$ cat config.mk
export PLATFORM = sky130hd
export DESIGN_NAME = mul_issue_ctrl_flat
export DESIGN_NICKNAME = d
export VERILOG_FILES = /design/src/rtl/mul_pkg.sv /design/src/rtl/mul_issue_ctrl_if.sv /design/src/rtl/mul_result_fmt.sv /design/src/rtl/mul_issue_ctrl.sv /design/src/flat_wrapper.sv
export SDC_FILE = /design/constraint.sdc
export NUM_CORES = 1
export LEC_CHECK = 0
export BUFFER_PORTS_ARGS = -buffer_cell sky130_fd_sc_hd__buf_2
export CAP_MARGIN = 5
export CELL_PAD_IN_SITES_DETAIL_PLACEMENT = 0
export CELL_PAD_IN_SITES_GLOBAL_PLACEMENT = 1
export CORE_AREA = 3 3 177 179
export CTS_CLUSTER_DIAMETER = 100
export CTS_CLUSTER_SIZE = 10
export DETAILED_ROUTE_END_ITERATION = 8
export DIE_AREA = 0 0 180 182
export PLACE_DENSITY_LB_ADDON = 0.1
export SKIP_CTS_REPAIR_TIMING = 1
export SYNTH_ARGS = -nofsm -noshare
export SYNTH_HDL_FRONTEND = slang
export SYNTH_SLANG_ARGS = --single-unit
$ cat constraint.sdc
create_clock -name clock -period 2.4 [get_ports clock]
set_input_delay 0.48 -clock clock [delete_from_list [all_inputs] [get_ports clock]]
set_output_delay 0.48 -clock clock [all_outputs]
set_load 0.03 [all_outputs]
$ cat src/rtl/mul_pkg.sv
// Shared definitions for the multiply issue controller.
// Holds the datapath width, the RV64M op encodings, the controller FSM
// state encoding, the muler signedness codes and small operand helpers.
// Optional feature macro used by the controller: MUL_ZERO_SKIP_EN.
package mul_pkg;

  localparam int XLEN = 64;
  localparam int OP_W = 2;

  typedef enum logic [1:0] {
    OP_MUL    = 2'b00,
    OP_MULH   = 2'b01,
    OP_MULHSU = 2'b10,
    OP_MULHU  = 2'b11
  } op_e;

  typedef enum logic [2:0] {
    ST_IDLE  = 3'd0,
    ST_ISSUE = 3'd1,
    ST_WAIT  = 3'd2,
    ST_DONE  = 3'd3,
    ST_DRAIN = 3'd4
  } state_e;

  // muler mul_signed: bit 1 = multiplicand signed, bit 0 = multiplier signed
  localparam logic [1:0] SIGNED_SS = 2'b11;
  localparam logic [1:0] SIGNED_SU = 2'b10;
  localparam logic [1:0] SIGNED_UU = 2'b00;

  function automatic logic [XLEN-1:0] sext32(input logic [31:0] v);
    return {{(XLEN-32){v[31]}}, v};
  endfunction

  // Word ops always run signed on sign-extended 32-bit operands.
  function automatic logic [1:0] signed_mode(input op_e op, input logic word);
    logic [1:0] mode;
    if (word) begin
      mode = SIGNED_SS;
    end else begin
      case (op)
        OP_MUL, OP_MULH: mode = SIGNED_SS;
        OP_MULHSU:       mode = SIGNED_SU;
        OP_MULHU:        mode = SIGNED_UU;
        default:         mode = SIGNED_SS;
      endcase
    end
    return mode;
  endfunction

endpackage

$ cat src/rtl/mul_issue_ctrl_if.sv
// Handshake bundle between the issue controller and the Booth muler.
// master (controller): in_valid, flush, mulw, mul_signed, multiplicand,
//                      multiplier out; out_ready, out_valid, result_hi/lo in.
// slave  (muler)     : the same signals with opposite directions.
interface mul_issue_ctrl_if;
  import mul_pkg::*;

  logic            in_valid;
  logic            flush;
  logic            mulw;
  logic [1:0]      mul_signed;
  logic [XLEN-1:0] multiplicand;
  logic [XLEN-1:0] multiplier;
  logic            out_ready;
  logic            out_valid;
  logic [XLEN-1:0] result_hi;
  logic [XLEN-1:0] result_lo;

  modport master (
    output in_valid, flush, mulw, mul_signed, multiplicand, multiplier,
    input  out_ready, out_valid, result_hi, result_lo
  );

  modport slave (
    input  in_valid, flush, mulw, mul_signed, multiplicand, multiplier,
    output out_ready, out_valid, result_hi, result_lo
  );
endinterface

$ cat src/rtl/mul_result_fmt.sv
// Combinational result formatter.
// Ports: op, word (op/width of the op in flight), hi/lo (muler product
// halves) -> data (architectural rd value).
module mul_result_fmt
  import mul_pkg::*;
(
  input  op_e             op,
  input  logic            word,
  input  logic [XLEN-1:0] hi,
  input  logic [XLEN-1:0] lo,
  output logic [XLEN-1:0] data
);

  // Select product half; word ops return the sign-extended low word.
  always_comb begin
    data = lo;
    if (word) begin
      data = sext32(lo[31:0]);
    end else if (op == OP_MUL) begin
      data = lo;
    end else begin
      data = hi;
    end
  end

endmodule

$ cat src/rtl/mul_issue_ctrl.sv
// Execute-stage front end for the radix-4 Booth muler.
// Accepts RV64M multiply ops from EXU, issues them over the muler
// handshake, captures the one-cycle result pulse, and holds the formatted
// rd value until WBU takes it. A flush cancels held or in-flight work; an
// op already inside the muler is drained by discarding its result pulse.
// Ports: clock, reset (async active-low), flush; EXU side in_valid/in_ready/
// in_op/in_word/in_rs1/in_rs2; muler side via mul_issue_ctrl_if.master m;
// WBU side out_valid/out_ready/out_data.
// Optional feature: MUL_ZERO_SKIP_EN -- ops with a zero effective operand
// complete with 0 without being issued to the muler.
module mul_issue_ctrl
  import mul_pkg::*;
(
  input  logic            clock,
  input  logic            reset,
  input  logic            flush,
  input  logic            in_valid,
  output logic            in_ready,
  input  logic [OP_W-1:0] in_op,
  input  logic            in_word,
  input  logic [XLEN-1:0] in_rs1,
  input  logic [XLEN-1:0] in_rs2,
  mul_issue_ctrl_if.master m,
  output logic            out_valid,
  input  logic            out_ready,
  output logic [XLEN-1:0] out_data
);

  state_e          state_r, state_nxt_s;
  op_e             op_r;
  logic            word_r;
  logic [1:0]      signed_r;
  logic [XLEN-1:0] a_r, b_r;
  logic            out_valid_r;
  logic [XLEN-1:0] out_data_r;
  logic [XLEN-1:0] fmt_data_s;
  logic            accept_s, issue_s, capture_s, skip_s, in_ready_s, zero_s;

`ifdef MUL_ZERO_SKIP_EN
  assign zero_s = (a_r == {XLEN{1'b0}}) || (b_r == {XLEN{1'b0}});
`else
  assign zero_s = 1'b0;
`endif

  mul_result_fmt u_fmt (
    .op   (op_r),
    .word (word_r),
    .hi   (m.result_hi),
    .lo   (m.result_lo),
    .data (fmt_data_s)
  );

  // Next-state and handshake decode; flush outranks every other event.
  always_comb begin
    state_nxt_s = state_r;
    accept_s    = 1'b0;
    issue_s     = 1'b0;
    capture_s   = 1'b0;
    skip_s      = 1'b0;
    in_ready_s  = 1'b0;
    case (state_r)
      ST_IDLE: begin
        in_ready_s = m.out_ready & ~flush;
        if (in_valid && in_ready_s) begin
          accept_s    = 1'b1;
          state_nxt_s = ST_ISSUE;
        end else begin
          state_nxt_s = ST_IDLE;
        end
      end
      ST_ISSUE: begin
        if (flush) begin
          state_nxt_s = ST_IDLE;
        end else if (zero_s) begin
          skip_s      = 1'b1;
          state_nxt_s = ST_DONE;
        end else if (m.out_ready) begin
          issue_s     = 1'b1;
          state_nxt_s = ST_WAIT;
        end else begin
          state_nxt_s = ST_ISSUE;
        end
      end
      ST_WAIT: begin
        // A pulse arriving with the flush already ends the op: nothing
        // remains in flight, so there is nothing to drain.
        if (flush) begin
          state_nxt_s = m.out_valid ? ST_IDLE : ST_DRAIN;
        end else if (m.out_valid) begin
          capture_s   = 1'b1;
          state_nxt_s = ST_DONE;
        end else begin
          state_nxt_s = ST_WAIT;
        end
      end
      ST_DONE: begin
        if (flush) begin
          state_nxt_s = ST_IDLE;
        end else if (out_ready) begin
          state_nxt_s = ST_IDLE;
        end else begin
          state_nxt_s = ST_DONE;
        end
      end
      ST_DRAIN: begin
        if (m.out_valid) begin
          state_nxt_s = ST_IDLE;
        end else begin
          state_nxt_s = ST_DRAIN;
        end
      end
      default: begin
        state_nxt_s = ST_IDLE;
      end
    endcase
  end

  // FSM state register.
  always_ff @(posedge clock or negedge reset) begin
    if (!reset) begin
      state_r <= ST_IDLE;
    end else begin
      state_r <= state_nxt_s;
    end
  end

  // Operand capture; word ops are reduced to sign-extended low words here.
  always_ff @(posedge clock or negedge reset) begin
    if (!reset) begin
      op_r     <= OP_MUL;
      word_r   <= 1'b0;
      signed_r <= SIGNED_SS;
      a_r      <= {XLEN{1'b0}};
      b_r      <= {XLEN{1'b0}};
    end else if (accept_s) begin
      op_r     <= in_word ? OP_MUL : op_e'(in_op);
      word_r   <= in_word;
      signed_r <= signed_mode(op_e'(in_op), in_word);
      a_r      <= in_word ? sext32(in_rs1[31:0]) : in_rs1;
      b_r      <= in_word ? sext32(in_rs2[31:0]) : in_rs2;
    end
  end

  // Result holding register presented to WBU.
  always_ff @(posedge clock or negedge reset) begin
    if (!reset) begin
      out_valid_r <= 1'b0;
      out_data_r  <= {XLEN{1'b0}};
    end else begin
      out_valid_r <= (state_nxt_s == ST_DONE);
      if (capture_s) begin
        out_data_r <= fmt_data_s;
      end else if (skip_s) begin
        out_data_r <= {XLEN{1'b0}};
      end
    end
  end

  assign in_ready       = in_ready_s;
  assign out_valid      = out_valid_r;
  assign out_data       = out_data_r;
  assign m.in_valid     = issue_s;
  assign m.flush        = flush;
  assign m.mulw         = word_r;
  assign m.mul_signed   = signed_r;
  assign m.multiplicand = a_r;
  assign m.multiplier   = b_r;

endmodule
$ cat src/flat_wrapper.sv
// flat-port wrapper written by rule: the top's interface ports become plain ports
module mul_issue_ctrl_flat import mul_pkg::*;
  (clock, reset, flush, in_valid, in_ready, in_op, in_word, in_rs1, in_rs2, out_valid, out_ready, out_data, m_in_valid, m_flush, m_mulw, m_mul_signed, m_multiplicand, m_multiplier, m_out_ready, m_out_valid, m_result_hi, m_result_lo);
  mul_issue_ctrl_if m_i ();
  input  logic clock;
  input  logic reset;
  input  logic flush;
  input  logic in_valid;
  output logic in_ready;
  input  logic [OP_W-1:0] in_op;
  input  logic in_word;
  input  logic [XLEN-1:0] in_rs1;
  input  logic [XLEN-1:0] in_rs2;
  output logic out_valid;
  input  logic out_ready;
  output logic [XLEN-1:0] out_data;
  output wire logic [$bits(m_i.in_valid)-1:0] m_in_valid;
  output wire logic [$bits(m_i.flush)-1:0] m_flush;
  output wire logic [$bits(m_i.mulw)-1:0] m_mulw;
  output wire logic [$bits(m_i.mul_signed)-1:0] m_mul_signed;
  output wire logic [$bits(m_i.multiplicand)-1:0] m_multiplicand;
  output wire logic [$bits(m_i.multiplier)-1:0] m_multiplier;
  input wire logic [$bits(m_i.out_ready)-1:0] m_out_ready;
  input wire logic [$bits(m_i.out_valid)-1:0] m_out_valid;
  input wire logic [$bits(m_i.result_hi)-1:0] m_result_hi;
  input wire logic [$bits(m_i.result_lo)-1:0] m_result_lo;
  assign m_in_valid = m_i.in_valid;
  assign m_flush = m_i.flush;
  assign m_mulw = m_i.mulw;
  assign m_mul_signed = m_i.mul_signed;
  assign m_multiplicand = m_i.multiplicand;
  assign m_multiplier = m_i.multiplier;
  assign m_i.out_ready = m_out_ready;
  assign m_i.out_valid = m_out_valid;
  assign m_i.result_hi = m_result_hi;
  assign m_i.result_lo = m_result_lo;
  mul_issue_ctrl u_core (.clock(clock), .reset(reset), .flush(flush), .in_valid(in_valid), .in_ready(in_ready), .in_op(in_op), .in_word(in_word), .in_rs1(in_rs1), .in_rs2(in_rs2), .m(m_i), .out_valid(out_valid), .out_ready(out_ready), .out_data(out_data));
endmodule
==> impl_metrics.csv, run 1 <==
group,metric,value,unit
synthesis,yosys_register_bits,201,
setup_path,worstReg2RegEnd,"u_core.m.multiplicand[63]",
min_path,worstHoldStart,"m_out_valid",
floorplan,num_rows,63,
synthesis,yosys-top-cells-count,"dfrtp_1 (199), mux2_2 (139), inv_1 (65)",
sta,hold_violations,0,
final_layout,fillers,2988,
synthesis,synth_top_family_by_area,"multiplexers",
clocking,clockBufferDepth,3,
route,drc_errors,0,
floorplan,dieWidth,180,µm
global_route,antenna_found_initial,6,
route,drtPass1Iterations,4,
power,ir_worst_vdd,565,µV
sta,fin_hold_ws,0.180,ns
synthesis,synth_simple_gate_area_share,1.37,%
synthesis,yosysTopAreaCell,"dfrtp_1",
sta,worst_pin_slew,0.507,ns
synthesis,synth_area_leaders,"dfrtp_1 (55%), mux2_2 (17%), mux2_1 (7.2%)",
synthesis,ys.flop_type,"dfrtp_1",
clocking,clkSinkCount,201,
synthesis,yosys_warnings,0,
min_path,worstHoldPathType,"input pin to register",
sta,slew_headroom,66.2,%
clocking,cts-root-buf,"clkbuf_16",
global_route,grt_pass1_wl,45400,µm
global_route,grt_util_all_layers,17.5,%
synthesis,synth.distinct_cells,31,
setup_path,worstPathMaxFanout,6,
setup_path,worstReg2RegStart,"u_core.state_r[0]",
synthesis,async_flop_share,100,%
clocking,cts.clk_slew.worst_paths,0.06,ns
setup_path,crit_arrival,1.76,ns
synthesis,synth_top_area_share,55.1,%
setup_path,reg2reg_depth,5,
floorplan,dieArea,32800,µm²
synthesis,syn_area,9030,µm²
floorplan,io_pins,465,
route,finalWirelength,29900,µm
sta,tns,0,ns
synthesis,synth_edf_count,0,
sta,rsz0062_at_grt,"false",
synthesis,synth_mux_area_share,24.6,%
route,via_per_inst,4.57,
floorplan,core,29700,µm²
global_route,grt_max_degree,60,
sta,skew,0.0221,ns
route,drt.antenna.violating_nets,0,
synthesis,synth_compound_area_share,12.5,%
setup_path,endpoint,"in_ready",
floorplan,initial_core_util,30.4,%
synthesis,ys_seq_area_share,55.7,%
global_route,grt_overflow_total,0,
clocking,cts_tree,"done",
sta,period_share,93.3,%
synthesis,synth.most_common_cell,"dfrtp_1",
route,wl_per_cell,19.0,µm
sta,setup_viol,0,
placed_design,place_congestion,0.781,
placed_design,hpwl,22300,µm
setup_path,startpoint,"u_core.state_r[0]",
job,drv_cap,0,
final_layout,area_delta_synth_final,39.5,%
final_layout,drive_above_1_share,56.1,%
synthesis,avgSynthCellArea,12.8,µm²
sta,drv_slew,0,
setup_path,path_class,"register to output pin",
floorplan,die_h,182,µm
synthesis,syn_nets,972,
sta,fmax,0.447,GHz
setup_path,reg2reg_slack,0.44,ns
placed_design,io_buffers,464,
synthesis,synthAdderAreaFrac,0,%
clocking,clk_latency,0.51,ns
power,p_per_area,1090,nW/µm²
run_status,status,"finished, final reports clean",
sta,fin_crit,2.24,ns
synthesis,syn_inst,706,
clocking,numCtsBuffers,24,
clocking,h-tree-depth,1,
setup_path,endpoint_kind,"output pin",
power,p_leak,6.48,nW
synthesis,synth_xor_area_share,0,%
setup_path,crit_required,1.92,ns
setup_path,critPathLaunchType,"register",
global_route,grt_pass1_vias,7480,
route,drtIter0Drc,208,
final_layout,fin_nets,1433,
route,via_count,7202,
## placed cells by master, fill, tap and decap left out
cell type	n
clkbuf_1	18
o21a_1	32
a211oi_1	32
a31oi_1	2
nand2_1	6
or2_2	1
nand3_2	1
o21ai_0	64
o2111ai_2	1
diode_2	1
dlygate4sd3_1	1
buf_12	8
buf_4	18
dfrtp_1	199
nor2b_1	2
inv_6	1
a22oi_1	1
nor2_2	1
and3_1	1
dfstp_2	2
buf_2	463
o2bb2ai_1	32
inv_1	65
mux2_2	139
and2_1	1
nand3_1	1
nand4b_1	1
nand3_4	1
clkbuf_8	1
nor2_1	2
o21bai_2	1
nor3_4	1
nor3_1	1
a311oi_1	1
mux2_1	58
nor2b_2	1
clkbuf_16	25
## layout make-up
cell class / count / area, µm² / area share (%)
inverters: 65 / 244 / 1.94
multi-input cells: 384 / 3490 / 27.7
clock inverters: 1 / 8.76 / 0.0695
well taps: 390 / 488 / 3.87
diodes: 1 / 2.50 / 0.0199
repair buffers: 491 / 2640 / 20.9
clock buffers: 43 / 693 / 5.50
flip-flops and latches: 201 / 5030 / 39.9
## worst max-delay path, cell delays in order, from the launching register on
cell and delay, ns:
dfrtp_1 0.46, nor3_4 0.34, and2_1 0.21, buf_2 0.23
## registers in the layout (all words and copies together) (netlist names)
name and count:
u_core.state_r 3, u_core.out_data 64, u_core.out_valid 1, u_core.m.multiplicand 64
u_core.m.multiplier 64, u_core.m.mul_signed 2, u_core.op_r 2, u_core.m.mulw 1
## kinds of logic (layout without fill, tap and decap cells)
family / Yosys count / in the layout
compound gates: 166 / 166
other cells: 0 / 1
flops: 201 / 201
mux: 197 / 197
buf+inv: 121 / 600
simple gates: 21 / 21
## metal layers
| metal | up-vias | track usage [%] | wire [µm] |
|---|---|---|---|
| li1 | 3416 | - | - |
| met1 | 3484 | 20.8 | 11700 |
| met2 | 259 | 31.0 | 15300 |
| met3 | 35 | 5.91 | 2430 |
| met4 | 8 | 3.25 | 406 |
| met5 | - | 0 | 35 |
## power by group
part	leakage [nW]	switching (mW)	internal, mW
Sequential	2.48	0.518	4.44
Combinational	3.66	3.61	1.92
Clock	0.334	1.38	1.94
## per-stage QoR
step	power [mW]	instance area [µm²]	utilization [%]	instances	worst slack, ns
after floorplan	8.59	9030	-	706	0.539
after global placement	10.6	11900	40.0	1530	0.340
after detailed placement	10.6	11900	40.0	1530	0.304
after CTS	14.0	12600	42.4	1574	0.116
after global routing	14.6	12600	42.4	1576	0.0816
final	13.8	12600	42.4	1576	0.161
## how the worst min path moves through the flow
stage / to / depth (start not counted)
floorplan: u_core.m.multiplicand[0] / 0
global placement: u_core.out_data[4] / 1
detailed placement: u_core.out_data[4] / 1
CTS: u_core.out_data[4] / 1
global route: u_core.m.multiplier[5] / 2
finish: u_core.state_r[2] / 2
Note: power is estimated with default switching activity, not from simulation.
==> inputs of run 2 (changes only) <==
CORE_AREA = 3 3 180 182   (was 3 3 177 179)
DIE_AREA = 0 0 183 185   (was 0 0 180 182)
SYNTH_HIERARCHICAL = 1   (was not set)
==> run 2 against run 1 <==
Largest power group unchanged. Largest cell class unchanged. Clock power barely moved. Register-to-register slack got worse by 0.11 ns. Critical path type unchanged. Power rose by 2.4%. Global-route usage rose by 1.0 points. Worst hold slack got worse by 0.047 ns. Die area rose by 3.3%. Clock-buffer cell count did not move. Final cell count rose by 0.63%. Synthesized cell count rose by 3.3%. Via count rose by 8.8%. Flip-flop and latch count did not move. Critical path depth rose by 1.
==> impl_metrics.csv, run 2 <==
group,metric,value,unit
sta,fin_ws,0.164,ns
global_route,grt_overflow_total,0,
synthesis,yosys_warnings,6,
synthesis,syn_nets,995,
min_path,worstHoldPathType,"input pin to register",
global_route,grt_use_met3,5.16,%
setup_path,critPathLaunchType,"register",
setup_path,worstReg2RegStart,"u_core/op_r[1]",
setup_path,slowest_delay,0.45,ns
synthesis,synth.most_common_cell,"dfrtp_1",
setup_path,crit_arrival,1.76,ns
setup_path,path_class,"register to output pin",
sta,slew_headroom,46.6,%
clocking,clkSinkCount,201,
sta,fin_crit,2.24,ns
final_layout,stdcell_area,12900,µm²
final_layout,drive_above_1_share,51.9,%
route,drtIter0Drc,443,
final_layout,mostFrequentLayoutCell,"buf_2",
power,p_clk_share,23.6,%
clocking,cts_tree,"done",
global_route,use_met1,23.4,%
setup_path,startpoint,"u_core/state_r[1]",
clocking,numCtsBuffers,24,
route,finalWirelength,33400,µm
clocking,clockBufferDepth,3,
synthesis,syn_area,9570,µm²
min_path,worstHoldStart,"in_op[0]",
sta,hold_violations,0,
setup_path,worstPathMaxFanout,10,
synthesis,yosys-top-cells-count,"dfrtp_1 (199), a31oi_1 (131), mux2_1 (76)",
power,ir_worst_vdd,552,µV
synthesis,synth.distinct_cells,27,
route,drc_errors,0,
final_layout,instances_no_fill,1586,
route,via_count,7837,
route,drt.antenna.violating_nets,0,
clocking,cts.clk_slew.worst_paths,0.06,ns
power,p_per_area,1090,nW/µm²
synthesis,syn_inst,729,
sta,setup_viol,0,
final_layout,area_delta_synth_final,35.3,%
clocking,cts-root-buf,"clkbuf_16",
placed_design,dp_slack,0.348,ns
global_route,antenna_found_initial,9,
synthesis,yosysTopAreaCell,"dfrtp_1",
floorplan,die_h,185,µm
sta,period_share,93.2,%
final_layout,final_cell_mix,"buf_2 (463), dfrtp_1 (198), a31oi_1 (131), mux2_1 (76), mux2_4 (67)",
floorplan,dieWidth,183,µm
global_route,grt_pass1_vias,7944,
route,drtPass1Iterations,4,
placed_design,io_buffers,464,
run_status,status,"finished, final reports clean",
sta,drv_slew,0,
clocking,h-tree-depth,1,
synthesis,yosys_register_bits,201,
route,via_per_inst,4.94,
global_route,busiest_layer,"met2",
setup_path,path_cells,"nor2b_4, nand2_1, nor3_1, buf_2",
synthesis,synth_top_area_share,52.1,%
placed_design,place_area,12200,µm²
power,switchingPower,5.70,mW
floorplan,dieArea,33900,µm²
floorplan,core,30700,µm²
placed_design,placed_cells,1537,
final_layout,fin_nets,1434,
floorplan,num_rows,64,
power,comb_power_share,41.1,%
power,intPower,8.44,mW
sta,worst_pin_slew,0.801,ns
global_route,grt_util_all_layers,18.5,%
sta,skew,0.0187,ns
synthesis,synth_edf_count,0,
synthesis,avgSynthCellArea,13.1,µm²
route,wl_per_cell,21.1,µm
synthesis,async_flop_share,100,%
setup_path,cp_slowest_cell,"dfrtp_1",
setup_path,crit_required,1.92,ns
sta,tns,0,ns
power,p_sw_share,40.3,%
synthesis,ys.flop_type,"dfrtp_1",
synthesis,synth_area_leaders,"dfrtp_1 (52%), mux2_4 (11%), mux2_1 (8.9%)",
sta,fmax,0.447,GHz
placed_design,place_congestion,0.753,
final_layout,fillers,3037,
power,p_leak,6.31,nW
clocking,clk_latency,0.51,ns
global_route,met2_usage,31.7,%
setup_path,endpoint_kind,"output pin",
job,drv_cap,0,
placed_design,hpwl,23500,µm
power,pwr-share-seq,35.3,%
floorplan,io_pins,465,
global_route,grt_max_degree,67,
sta,rsz0062_at_grt,"false",
floorplan,initial_core_util,31.1,%
global_route,grt_pass1_wl,49600,µm
synthesis,ys_seq_area_share,52.6,%
-- run 2: cell count changes after synthesis, moves of 15 or more --
cell / before / now
a211oi_1: 32 / 1
a31oi_1: 2 / 131
buf_6: 6 / 21
inv_1: 65 / 0
mux2_1: 58 / 76
mux2_2: 139 / 21
mux2_4: 0 / 67
nand2b_1: 0 / 65
o21a_1: 32 / 0
o21ai_0: 64 / 0
o2bb2ai_1: 32 / 0
o311a_1: 0 / 32
or4_1: 0 / 32
-- run 2: layout make-up --
class | count | area [µm²] | area share, %
sequential | 201 | 5030 | 38.9
multi-input combinational | 448 | 4050 | 31.3
timing repair buffer | 493 | 2650 | 20.5
clock buffer | 43 | 693 | 5.36
tap | 396 | 495 | 3.83
antenna | 4 | 10.0 | 0.0773
clock inverter | 1 | 8.76 | 0.0677
-- run 2: logic make-up after synthesis --
logic type	after synthesis	share of synthesized area (%)
flip-flops	201	52.6
AO/OA/AOI/OAI	167	12.3
multiplexers	164	21.9
AND/OR/NAND/NOR	117	7.90
buffers and inverters	80	5.21
-- run 2: critical path, delay by kind of cell (launching register included) --
kind,cells,cell delay (ns)
simple gates,3,0.55
flops,1,0.45
buf+inv,1,0.24
-- run 2: path summary, 6_finish.rpt --
kind,end,slack (ns),cells past startpoint
setup / recovery,m_in_valid,0.16,4
hold / removal,u_core/m.mul_signed[1],0.13,2
setup reg to reg,u_core/out_data[55],0.33,4
hold reg to reg,u_core/out_data[9],0.48,1
max in group asynchronous,u_core/m.mul_signed[1],1.18,3
min in group asynchronous,u_core/m.multiplicand[59],0.51,2
-- run 2: per-stage QoR --
stage	power (mW)	hold WS [ns]	utilization, %
2_1_floorplan	8.89	0.184	-
3_3_place_gp	10.9	0.462	39.7
3_5_place_dp	10.9	0.469	39.7
4_1_cts	14.4	-0.0603	42.0
5_1_grt	14.9	0.125	42.1
6_report	14.1	0.133	42.1
-- run 2: power by group through the flow --
stage	registers [mW]	clock network, mW	logic, mW
2_1_floorplan	7.06	0	1.83
3_3_place_gp	5.03	0	5.86
3_5_place_dp	5.04	0	5.88
4_1_cts	5.00	3.49	5.88
5_1_grt	5.14	3.62	6.15
6_report	4.99	3.33	5.81
-- run 2: layer usage --
layer | up-vias | wire length [µm]
li1 | 3652 | -
met1 | 3806 | 13800
met2 | 320 | 16300
met3 | 49 | 2610
met4 | 10 | 681
met5 | - | 53
